### config.mk
export PLATFORM = sky130hd
export DESIGN_NAME = count_ctrl_flat
export DESIGN_NICKNAME = d
export VERILOG_FILES = /design/src/rtl/count_ctrl_if.sv /design/src/rtl/count_ctrl.sv /design/src/flat_wrapper.sv
export SDC_FILE = /design/constraint.sdc
export NUM_CORES = 1
export LEC_CHECK = 0
export CELL_PAD_IN_SITES_DETAIL_PLACEMENT = 1
export CELL_PAD_IN_SITES_GLOBAL_PLACEMENT = 1
export CORE_ASPECT_RATIO = 1.4
export CORE_UTILIZATION = 43
export CTS_BUF_LIST = sky130_fd_sc_hd__clkbuf_4 sky130_fd_sc_hd__clkbuf_8
export DETAILED_ROUTE_END_ITERATION = 8
export PLACE_DENSITY = 0.85
export SETUP_SLACK_MARGIN = 0.2
export SLEW_MARGIN = 30
export SYNTH_ARGS = -nofsm -noshare
export SYNTH_HDL_FRONTEND = slang
export SYNTH_SLANG_ARGS = --single-unit
### constraint.sdc
create_clock -name clk -period 1.75 [get_ports clk]
set_input_delay 0.2625 -clock clk [delete_from_list [all_inputs] [get_ports clk]]
set_output_delay 0.2625 -clock clk [all_outputs]
set_load 0.1 [all_outputs]
### src/rtl/count_ctrl_if.sv
// Button-to-counter control bus: raw push-buttons in, counter enable/direction out.
interface count_ctrl_if;
  logic btn_up;
  logic btn_dn;
  logic ce;
  logic cd;
  logic hold;

  modport master (
    output btn_up,
    output btn_dn,
    input  ce,
    input  cd,
    input  hold
  );

  modport slave (
    input  btn_up,
    input  btn_dn,
    output ce,
    output cd,
    output hold
  );
endinterface

### src/rtl/count_ctrl.sv
// Push-button front end for the reversible counter: synchronise, debounce,
// single step on press and auto-repeat while held.
module count_ctrl #(
  parameter int DEB_CYCLES    = 4,
  parameter int REPEAT_DELAY  = 20,
  parameter int REPEAT_PERIOD = 8
) (
  input  logic         clk,
  input  logic         rst,
  count_ctrl_if.slave  bus
);

  localparam int DW   = (DEB_CYCLES > 2) ? $clog2(DEB_CYCLES) : 1;
  localparam int TMAX = (REPEAT_DELAY > REPEAT_PERIOD) ? REPEAT_DELAY : REPEAT_PERIOD;
  localparam int TW   = $clog2(TMAX);

  localparam logic [DW-1:0] DEB_LAST    = DW'(DEB_CYCLES - 1);
  localparam logic [TW-1:0] DELAY_LAST  = TW'(REPEAT_DELAY - 1);
  localparam logic [TW-1:0] PERIOD_LAST = TW'(REPEAT_PERIOD - 1);

  localparam logic [1:0] IDLE   = 2'd0;
  localparam logic [1:0] DELAY  = 2'd1;
  localparam logic [1:0] REPEAT = 2'd2;
  localparam logic [1:0] LOCK   = 2'd3;

  // Index 0 is the up button, index 1 the down button.
  logic [1:0]    sync1;
  logic [1:0]    sync2;
  logic [1:0]    deb;
  logic [DW-1:0] deb_cnt [2];

  logic [1:0]    state;
  logic [1:0]    state_nxt;
  logic [TW-1:0] timer;
  logic [TW-1:0] timer_nxt;
  logic          ce_q;
  logic          ce_nxt;
  logic          cd_q;
  logic          cd_nxt;
  logic          hold_q;

  logic up;
  logic dn;
  logic active;
  logic opposite;

  always_ff @(posedge clk) begin
    if (rst) begin
      sync1 <= '0;
      sync2 <= '0;
      deb   <= '0;
      for (int i = 0; i < 2; i++) begin
        deb_cnt[i] <= '0;
      end
    end else begin
      sync1 <= {bus.btn_dn, bus.btn_up};
      sync2 <= sync1;
      // A change is accepted only after DEB_CYCLES consecutive disagreeing cycles.
      for (int i = 0; i < 2; i++) begin
        if (sync2[i] == deb[i]) begin
          deb_cnt[i] <= '0;
        end else if (deb_cnt[i] == DEB_LAST) begin
          deb[i]     <= ~deb[i];
          deb_cnt[i] <= '0;
        end else begin
          deb_cnt[i] <= deb_cnt[i] + 1'b1;
        end
      end
    end
  end

  assign up       = deb[0];
  assign dn       = deb[1];
  assign active   = cd_q ? dn : up;
  assign opposite = cd_q ? up : dn;

  always_comb begin
    state_nxt = state;
    timer_nxt = timer;
    ce_nxt    = 1'b0;
    cd_nxt    = cd_q;
    case (state)
      IDLE: begin
        if (up && !dn) begin
          ce_nxt    = 1'b1;
          cd_nxt    = 1'b0;
          timer_nxt = '0;
          state_nxt = DELAY;
        end else if (dn && !up) begin
          ce_nxt    = 1'b1;
          cd_nxt    = 1'b1;
          timer_nxt = '0;
          state_nxt = DELAY;
        end else if (up && dn) begin
          state_nxt = LOCK;
        end
      end
      DELAY: begin
        if (!active) begin
          timer_nxt = '0;
          state_nxt = IDLE;
        end else if (opposite) begin
          timer_nxt = '0;
          state_nxt = LOCK;
        end else if (timer == DELAY_LAST) begin
          ce_nxt    = 1'b1;
          timer_nxt = '0;
          state_nxt = REPEAT;
        end else begin
          timer_nxt = timer + 1'b1;
        end
      end
      REPEAT: begin
        if (!active) begin
          timer_nxt = '0;
          state_nxt = IDLE;
        end else if (opposite) begin
          timer_nxt = '0;
          state_nxt = LOCK;
        end else if (timer == PERIOD_LAST) begin
          ce_nxt    = 1'b1;
          timer_nxt = '0;
        end else begin
          timer_nxt = timer + 1'b1;
        end
      end
      LOCK: begin
        // Both buttons must be seen released before any new step is allowed.
        if (!up && !dn) begin
          state_nxt = IDLE;
        end
      end
      default: begin
        state_nxt = IDLE;
        timer_nxt = '0;
      end
    endcase
  end

  always_ff @(posedge clk) begin
    if (rst) begin
      state  <= IDLE;
      timer  <= '0;
      ce_q   <= 1'b0;
      cd_q   <= 1'b0;
      hold_q <= 1'b0;
    end else begin
      state  <= state_nxt;
      timer  <= timer_nxt;
      ce_q   <= ce_nxt;
      cd_q   <= cd_nxt;
      hold_q <= (state_nxt == REPEAT);
    end
  end

  assign bus.ce   = ce_q;
  assign bus.cd   = cd_q;
  assign bus.hold = hold_q;

endmodule

### src/flat_wrapper.sv
// flat-port wrapper written by rule: the top's interface ports become plain ports
module count_ctrl_flat 
#(
  parameter int DEB_CYCLES    = 4,
  parameter int REPEAT_DELAY  = 20,
  parameter int REPEAT_PERIOD = 8
)
  (clk, rst, bus_btn_up, bus_btn_dn, bus_ce, bus_cd, bus_hold);
  count_ctrl_if bus_i ();
  input  logic clk;
  input  logic rst;
  input wire logic [$bits(bus_i.btn_up)-1:0] bus_btn_up;
  input wire logic [$bits(bus_i.btn_dn)-1:0] bus_btn_dn;
  output wire logic [$bits(bus_i.ce)-1:0] bus_ce;
  output wire logic [$bits(bus_i.cd)-1:0] bus_cd;
  output wire logic [$bits(bus_i.hold)-1:0] bus_hold;
  assign bus_i.btn_up = bus_btn_up;
  assign bus_i.btn_dn = bus_btn_dn;
  assign bus_ce = bus_i.ce;
  assign bus_cd = bus_i.cd;
  assign bus_hold = bus_i.hold;
  count_ctrl #(.DEB_CYCLES(DEB_CYCLES), .REPEAT_DELAY(REPEAT_DELAY), .REPEAT_PERIOD(REPEAT_PERIOD)) u_core (.clk(clk), .rst(rst), .bus(bus_i));
endmodule
==> summary.md, run 1 <==
## Worst setup path
* 7 — Critical Path Fanout Max
* 1.97 ns — required time worst endpoint
* compound AO/OA/AOI/OAI gates — crit-path leading delay family
* flop — type of origin of the critical path
* 1 — number of buffers and inverters on the critical path
* inv_6 -> ha_4 -> and4b_1 -> a31oi_4 -> nor2_4 -> a32oi_1 -> nor2_1 — cell-by-cell trace of the critical path
* reg -> reg — Crit Path Category
* 0.40 ns — longest individual stage delay on the worst path
* sky130_fd_sc_hd__dfxtp_4 — Crit-path slowest cell
* 1.85 ns — data arrival time of the critical path
* flop — crit path capture type

## Synthesis
* 0.135 — area fraction in compound gates after synthesis
* 42 — number of unique standard cell types used by synthesis
* 0.0150 — XOR/XNOR Fraction of Synth Area
* simple AND/OR/NAND/NOR gates — dominant combinational cell family by area after synthesis
* 0.129 — share of synthesized cell area in full adder, half adder and majority cells
* sky130_fd_sc_hd__dfxtp_1 — cell type with the highest aggregate area in the netlist
* 9.79 um2 — Mean Syn Cell Area
* 0.0387 — portion of netlist area occupied by mux cells
* 119 — count of mapped cells out of synthesis
* 0 — asr flop ratio synth
* sky130_fd_sc_hd__dfxtp_1 — most used flip-flop cell after synthesis
* 4 — Post-synth EDFFs
* 0.378 — proportion of synthesized chip area in sequential cells
* 0 — yosys warns
* sky130_fd_sc_hd__dfxtp_1, sky130_fd_sc_hd__ha_1, sky130_fd_sc_hd__edfxtp_1 — top post-synthesis cells by area
* 0.251 — Post-Synth Simple-Gate Area
* 1160 um2 — Synth Cell Area
* 0.275 — portion of synthesized cell area occupied by the leading cell type
* 20 — number of storage elements in the synthesis netlist

## Routing
* 0 — Residual DRC
* 22 — 1st-iter DRT viols
* 3070 um — final wirelength
* 17.2 um — DR WL/cell
* 4 — first-pass iteration count of the detailed router
* 998 — via count
* 5.61 — average vias per placed instance
* 0 — antenna violation net count after detailed routing

## Timing
* 0 ns — Total Negative Setup Slacks
* 0.00107 ns — Final Skew
* 0.613 GHz — maximum clock frequency
* 0.933 — ratio of final minimum period to clock period
* 0 — Setup-failing EPs final
* 1.63 ns — min Tclk post-route
* 0 — Final Hold Viols
* 0 — max-slew violation count
* 0.465 ns — final worst hold slack
* true — RSZ-0062 raised after global routing

## Layout
* 304 — filler instances
* 454 um2 — Sequential cell area
* 0.591 — Final Core Density
* 178 — count of non-filler cells in the finished layout
* 1530 um2 — Finished Cell Area
* 0.366 — fraction of layout instances using a drive strength above 1
* 783 um2 — Multi-input gate area
* 31.3% — area growth from synthesis to final layout
* 159 — net total in the final layout
* 0 — n_diodes

## Pwr
* 0.554 nW — leakage power figure
* 0.485 mV — maximum VDD drop
* 552 nW/um2 — power per unit of standard cell area

## Floorplanning
* 0.450 — effective utilization at floorplan
* 2590 um2 — Floorplan Core Area
* 63.6 um — vertical extent of the die
* 46.0 um — horizontal die dimension
* 22 — floorplan row count
* 2920 um2 — Total Die Area
* 7 — Top Ports

## Placement
* 6 — number of port buffers
* 0.812 — RD Place Congestion
* 1300 um2 — post-place instance area
* 1900 um — HPWL after DPL
* 165 — Placed Cells incl. Taps

## Clocking
* built — TritonCTS clock tree
* 20 — Clock Sinks
* 2 — clock tree buffer depth
* 1 — number of H-tree levels
* sky130_fd_sc_hd__clkbuf_4 — Clock Tree Root
* 3 — number of buffers inserted during clock tree synthesis
* 0.31 ns — clock latency of the later-clocked register in the worst-skew pair
* 0.12 ns — clock edge transition at the registers on the reported setup and hold paths

## Global route
* 4620 um — first-pass GRT wire length
* 0 — initial antenna violation count
* 0.223 — GRT Overall Usage
* 12 — largest net degree at the start of global routing
* 987 — vias in the first global route
* 0 — gr ovfl total

## Hold path
* reg -> reg — HP Class

## Status
* finished clean — outcome

## Run
* 0 — max_cap viols

## report_power, final
part           switching, W  internal (W)
Combinational     0.0000436     0.0000362
Clock              0.000154      0.000127
Sequential       0.00000694      0.000476
## layer usage
layer  part of all wire  global-route usage
met5                  0                   0
met4              0.047               0.154
met3              0.033              0.0344
met2               0.49               0.356
met1               0.43               0.256
## through the flow
stage | setup WS, ns | power, W
after global placement | 0.114 | 0.000560
after detailed placement | 0.0562 | 0.000564
after floorplan | 0.202 | 0.000535
after global routing | 0.0403 | 0.000869
final | 0.118 | 0.000845
after CTS | 0.182 | 0.000845
## worst reg2reg max path, delay by kind of cell (launching register included)
kind | cells | cell delay [ns]
fa+ha+maj | 1 | 0.24
compound gates | 2 | 0.46
simple gates | 3 | 0.38
flops | 1 | 0.40
buf+inv | 1 | 0.05
## cell type report
type	count	share of cell area
Clock buffer	4	0.0237
Inverter	7	0.0237
Multi-Input combinational cell	91	0.512
Sequential cell	20	0.297
Tap cell	36	0.0295
Timing Repair Buffer	20	0.114
## what timing repair did
| item | 4_1_cts | 5_1_grt |
|---|---|---|
| setup endpoints to repair | 9 | 9 |
| gates cloned | 0 | 0 |
| pin swaps | 8 | 9 |
| setup buffers | 5 | 4 |
| hold buffers | 0 | 0 |
| gates resized for setup | 23 | 7 |
## state kept, by name (all words and copies together) (netlist names)
name and cells:
u_core.timer 5, u_core.deb_cnt 4, u_core.deb 2, u_core.state 2, u_core.sync1 2, u_core.sync2 2, u_core.bus.cd 1, u_core.bus.ce 1
u_core.bus.hold 1
## final timing paths
| check | from | to | slack, ns | cells past startpoint |
|---|---|---|---|---|
| max | u_core.state[0]$_SDFF_PP0_ | u_core.timer[1]$_SDFFE_PP0P_ | 0.12 | 7 |
| min | u_core.sync1[0]$_SDFF_PP0_ | u_core.sync2[0]$_SDFF_PP0_ | 0.47 | 1 |
| max reg2reg | u_core.state[0]$_SDFF_PP0_ | u_core.timer[1]$_SDFFE_PP0P_ | 0.12 | 7 |
| min reg2reg | u_core.sync1[0]$_SDFF_PP0_ | u_core.sync2[0]$_SDFF_PP0_ | 0.47 | 1 |
## cell usage in the layout (no fill, tap or decap), drive strengths merged, types with 2 or more instances in the layout
cell type / instances
a21oi: 5
a22oi: 2
a31oi: 4
buf: 17
clkbuf: 4
clkdlybuf4s50: 3
conb: 4
dfxtp: 16
edfxtp: 4
ha: 12
inv: 7
mux2i: 3
nand2: 5
nand3: 5
nand3b: 2
nor2: 16
nor2b: 8
nor3: 4
o21ai: 2
or3: 2
xnor2: 2
## cell families (layout without fill, tap and decap cells)
group / count (synthesis) / count (layout)
mux: 4 / 4
other cells: 1 / 4
compound gates: 21 / 21
flops: 20 / 20
xor+xnor: 2 / 2
buf+inv: 11 / 31
fa+ha+maj: 12 / 12
simple gates: 48 / 48
## cells in the mapped netlist, types with 3 or more instances
master / instances
sky130_fd_sc_hd__dfxtp_1: 16
sky130_fd_sc_hd__edfxtp_1: 4
sky130_fd_sc_hd__nor2_1: 15
sky130_fd_sc_hd__nand3_1: 5
sky130_fd_sc_hd__a31oi_1: 3
sky130_fd_sc_hd__a21oi_1: 5
sky130_fd_sc_hd__nor2b_1: 7
sky130_fd_sc_hd__mux2i_1: 3
sky130_fd_sc_hd__nand2_1: 5
sky130_fd_sc_hd__ha_1: 12
sky130_fd_sc_hd__inv_1: 7
(Power assumes the default switching activity.)
==> run 2, diff against run 1 <==
ABC_AREA = 1   (was unset)
CORE_UTILIZATION = 40   (was 43)
PLACE_DENSITY = 0.81   (was 0.85)
==> run 2 against run 1 <==
Effect of this change: largest cell class unchanged; area after synthesis is 3.1% lower; worst hold slack got worse by 0.049 ns; sequential power rose by 9.7%; critical path type unchanged.
==> summary.md, run 2 <==
## Synthesis
* 0 — yosys warns, unchanged
* 149 — count of mapped cells out of synthesis, +25%
* 0 — asr flop ratio synth, unchanged
* 4 — Post-synth EDFFs, unchanged
* sky130_fd_sc_hd__dfxtp_1, sky130_fd_sc_hd__ha_1, sky130_fd_sc_hd__edfxtp_1 — top post-synthesis cells by area
* 7.57 um2 — Mean Syn Cell Area, -23%
* sky130_fd_sc_hd__dfxtp_1 — cell type with the highest aggregate area in the netlist
* 22 — number of unique standard cell types used by synthesis, -48%
* sky130_fd_sc_hd__dfxtp_1 — most used flip-flop cell after synthesis
* 0.284 — portion of synthesized cell area occupied by the leading cell type, +0.00884
* 20 — number of storage elements in the synthesis netlist, unchanged
* sky130_fd_sc_hd__nand2_1 — library cell with the highest instance count after synthesis
* 0.390 — proportion of synthesized chip area in sequential cells, +0.0122
* 1130 um2 — Synth Cell Area, -3.1%
* sky130_fd_sc_hd__nand2_1, sky130_fd_sc_hd__inv_1, sky130_fd_sc_hd__dfxtp_1, sky130_fd_sc_hd__nor2_1, sky130_fd_sc_hd__nand3_1 — top cell types by occurrence after synthesis

## Layout
* u_core.timer (5), u_core.deb_cnt (4) — registers with the most flip-flops
* 17.8% — area growth from synthesis to final layout
* 180 — net total in the final layout, +13%
* u_core.timer — largest register by flop count
* sky130_fd_sc_hd__nand2_1 — leading cell type in the layout, fill and taps excluded
* sky130_fd_sc_hd__nand2_1, sky130_fd_sc_hd__inv_1, sky130_fd_sc_hd__nor2_1, sky130_fd_sc_hd__nand3_1, sky130_fd_sc_hd__ha_1 — most frequent cells in the layout
* 5 — max reg flops, unchanged
* 0 — n_diodes, unchanged
* 0.141 — fraction of layout instances using a drive strength above 1, -0.225

## Clocking
* 0.31 ns — clock latency of the later-clocked register in the worst-skew pair, about the same
* sky130_fd_sc_hd__clkbuf_4 — Clock Tree Root
* 20 — Clock Sinks, unchanged
* 1 — number of H-tree levels, unchanged
* built — TritonCTS clock tree
* 2 — clock tree buffer depth, unchanged
* 3 — number of buffers inserted during clock tree synthesis, unchanged
* 0 — Hold-fix buffers, CTS, unchanged
* 0.12 ns — clock edge transition at the registers on the reported setup and hold paths, about the same

## Routing
* 4.95 — average vias per placed instance, -12%
* 986 — via count, -1.2%
* 0 — Residual DRC, unchanged
* 2490 um — final wirelength, -19%
* 30 — 1st-iter DRT viols, +36%
* 12.5 um — DR WL/cell, -27%
* 4 — first-pass iteration count of the detailed router, unchanged
* 0 — antenna violation net count after detailed routing, unchanged

## Pwr
* 0.283 — share of power burned in combinational logic, +0.189
* 0.299 — Clk network pwr share, -0.034
* 0.418 — part of the power in registers, -0.154
* 954 nW/um2 — power per unit of standard cell area, +73%
* 0.513 mV — maximum VDD drop, +5.7%
* 0.628 nW — leakage power figure, +13%
* 0.000423 W — net load switching power, +110%
* 0.00127 W — Pwr Total, +50%
* 0.000845 W — cell internal power dissipation, +32%
* 0.334 — net switching share of the total power, +0.0912

## Global route
* 1032 — vias in the first global route, +4.6%
* 0.194 — GRT Overall Usage, -0.0287
* 13 — largest net degree at the start of global routing, +1
* 0 — gr ovfl total, unchanged
* 0 — initial antenna violation count, unchanged
* 4250 um — first-pass GRT wire length, -7.9%

## Timing
* 1.44 ns — min Tclk post-route, -0.188 ns
* 0 ns — Total Negative Setup Slacks, unchanged
* 0.692 GHz — maximum clock frequency, +13%
* 0.00866 ns — Final Skew, +0.00759 ns
* 0.825 — ratio of final minimum period to clock period, -0.107
* false — RSZ-0062 raised after global routing
* 0 — max-slew violation count, unchanged
* 0 — Final Hold Viols, unchanged
* 0 — Setup-failing EPs final, unchanged

## Floorplanning
* 46.9 um — horizontal die dimension, +2.0%
* 64.9 um — vertical extent of the die, +2.0%
* 22 — floorplan row count, unchanged
* 0.427 — effective utilization at floorplan, -0.0231
* 7 — Top Ports, unchanged
* 3040 um2 — Total Die Area, +4.0%
* 2640 um2 — Floorplan Core Area, +2.1%

## Worst setup path
* u_core.deb[1]$_SDFFE_PP0P_ — worst flop-to-flop path startpoint
* reg -> reg — Crit Path Category
* 1.65 ns — data arrival time of the critical path, -0.20 ns
* 1.96 ns — required time worst endpoint, about the same
* flop — type of origin of the critical path
* u_core.deb[1]$_SDFFE_PP0P_ — Worst setup startpoint
* 7 — depth of the worst register-to-register path, unchanged
* flop — crit path capture type
* 9 — Critical Path Fanout Max, +2

## Hold path
* u_core.sync1[1]$_SDFF_PP0_ — critical hold path startpoint
* reg -> reg — HP Class
* 2 — Cells on Worst Hold Path, +1

## Run
* 0 — max_cap viols, unchanged

## Status
* finished clean — outcome

## Placement
* 2050 um — HPWL after DPL, +8.1%
* 6 — number of port buffers, unchanged
* 0.768 — RD Place Congestion, -5.5%

[run 2: routing by layer]
metal / track usage / routed length, um / vias up
met5: 0 / 0 / -
met4: 0.0857 / 65 / 0
met3: 0.0251 / 45 / 7
met2: 0.361 / 1370 / 15
met1: 0.200 / 1010 / 460
li1: - / - / 504
[run 2: cell families after synthesis]
family / share of synthesized area
other cells: 0.00332
xor+xnor: 0.00776
compound gates: 0.142
flops: 0.390
buf+inv: 0.0876
simple gates: 0.236
fa+ha+maj: 0.133
[run 2: final timing paths]
path / end / slack, ns
setup / recovery: u_core.timer[4]$_SDFFE_PP0P_ / 0.31
hold / removal: u_core.sync2[1]$_SDFF_PP0_ / 0.42
setup reg to reg: u_core.timer[4]$_SDFFE_PP0P_ / 0.31
hold reg to reg: u_core.sync2[1]$_SDFF_PP0_ / 0.42
[run 2: power groups by stage]
stage / logic (W) / registers [W] / clock network, W
after floorplan: 0.000192 / 0.000601 / 0
after global placement: 0.000337 / 0.000537 / 0
after detailed placement: 0.000351 / 0.000540 / 0
after CTS: 0.000355 / 0.000530 / 0.000396
after global routing: 0.000394 / 0.000535 / 0.000414
final: 0.000359 / 0.000530 / 0.000379
[run 2: timing repair]
| item | 4_1_cts | 5_1_grt |
|---|---|---|
| gates resized for setup | 2 | 9 |
| cloned | 0 | 0 |
| buffers inserted | 0 | 0 |
| endpoints found under the setup margin | 4 | 9 |
| pin swaps | 0 | 2 |
[run 2: area by class of cell]
| class | instances | area (um2) |
|---|---|---|
| inverters | 25 | 93.8 |
| flip-flops and latches | 20 | 452 |
| well taps | 36 | 45.0 |
| clock buffers | 3 | 22.5 |
| multi-input cells | 106 | 607 |
| clock inverters | 1 | 30.0 |
| fillers | 359 | 1310 |
| repair buffers | 8 | 80.1 |
[run 2: through the flow]
step	instance area [um2]	setup WS, ns	cells	hold slack [ns]	utilization
final	1330	0.306	199	0.416	0.503
after global routing	1330	0.191	199	0.431	0.503
after CTS	1320	0.192	199	0.421	0.498
after detailed placement	1260	0.188	195	0.403	0.477
after global placement	1260	0.263	195	0.392	0.477
after floorplan	1140	0.344	152	0.369	-
[run 2: critical path, cell delays in order (launching register included)]
cell and delay (ns):
sky130_fd_sc_hd__dfxtp_2 0.39, sky130_fd_sc_hd__inv_2 0.09, sky130_fd_sc_hd__ha_1 0.20, sky130_fd_sc_hd__nor2_2 0.06
sky130_fd_sc_hd__a21oi_4 0.23, sky130_fd_sc_hd__inv_1 0.13, sky130_fd_sc_hd__a21oi_2 0.16, sky130_fd_sc_hd__nor2_1 0.07
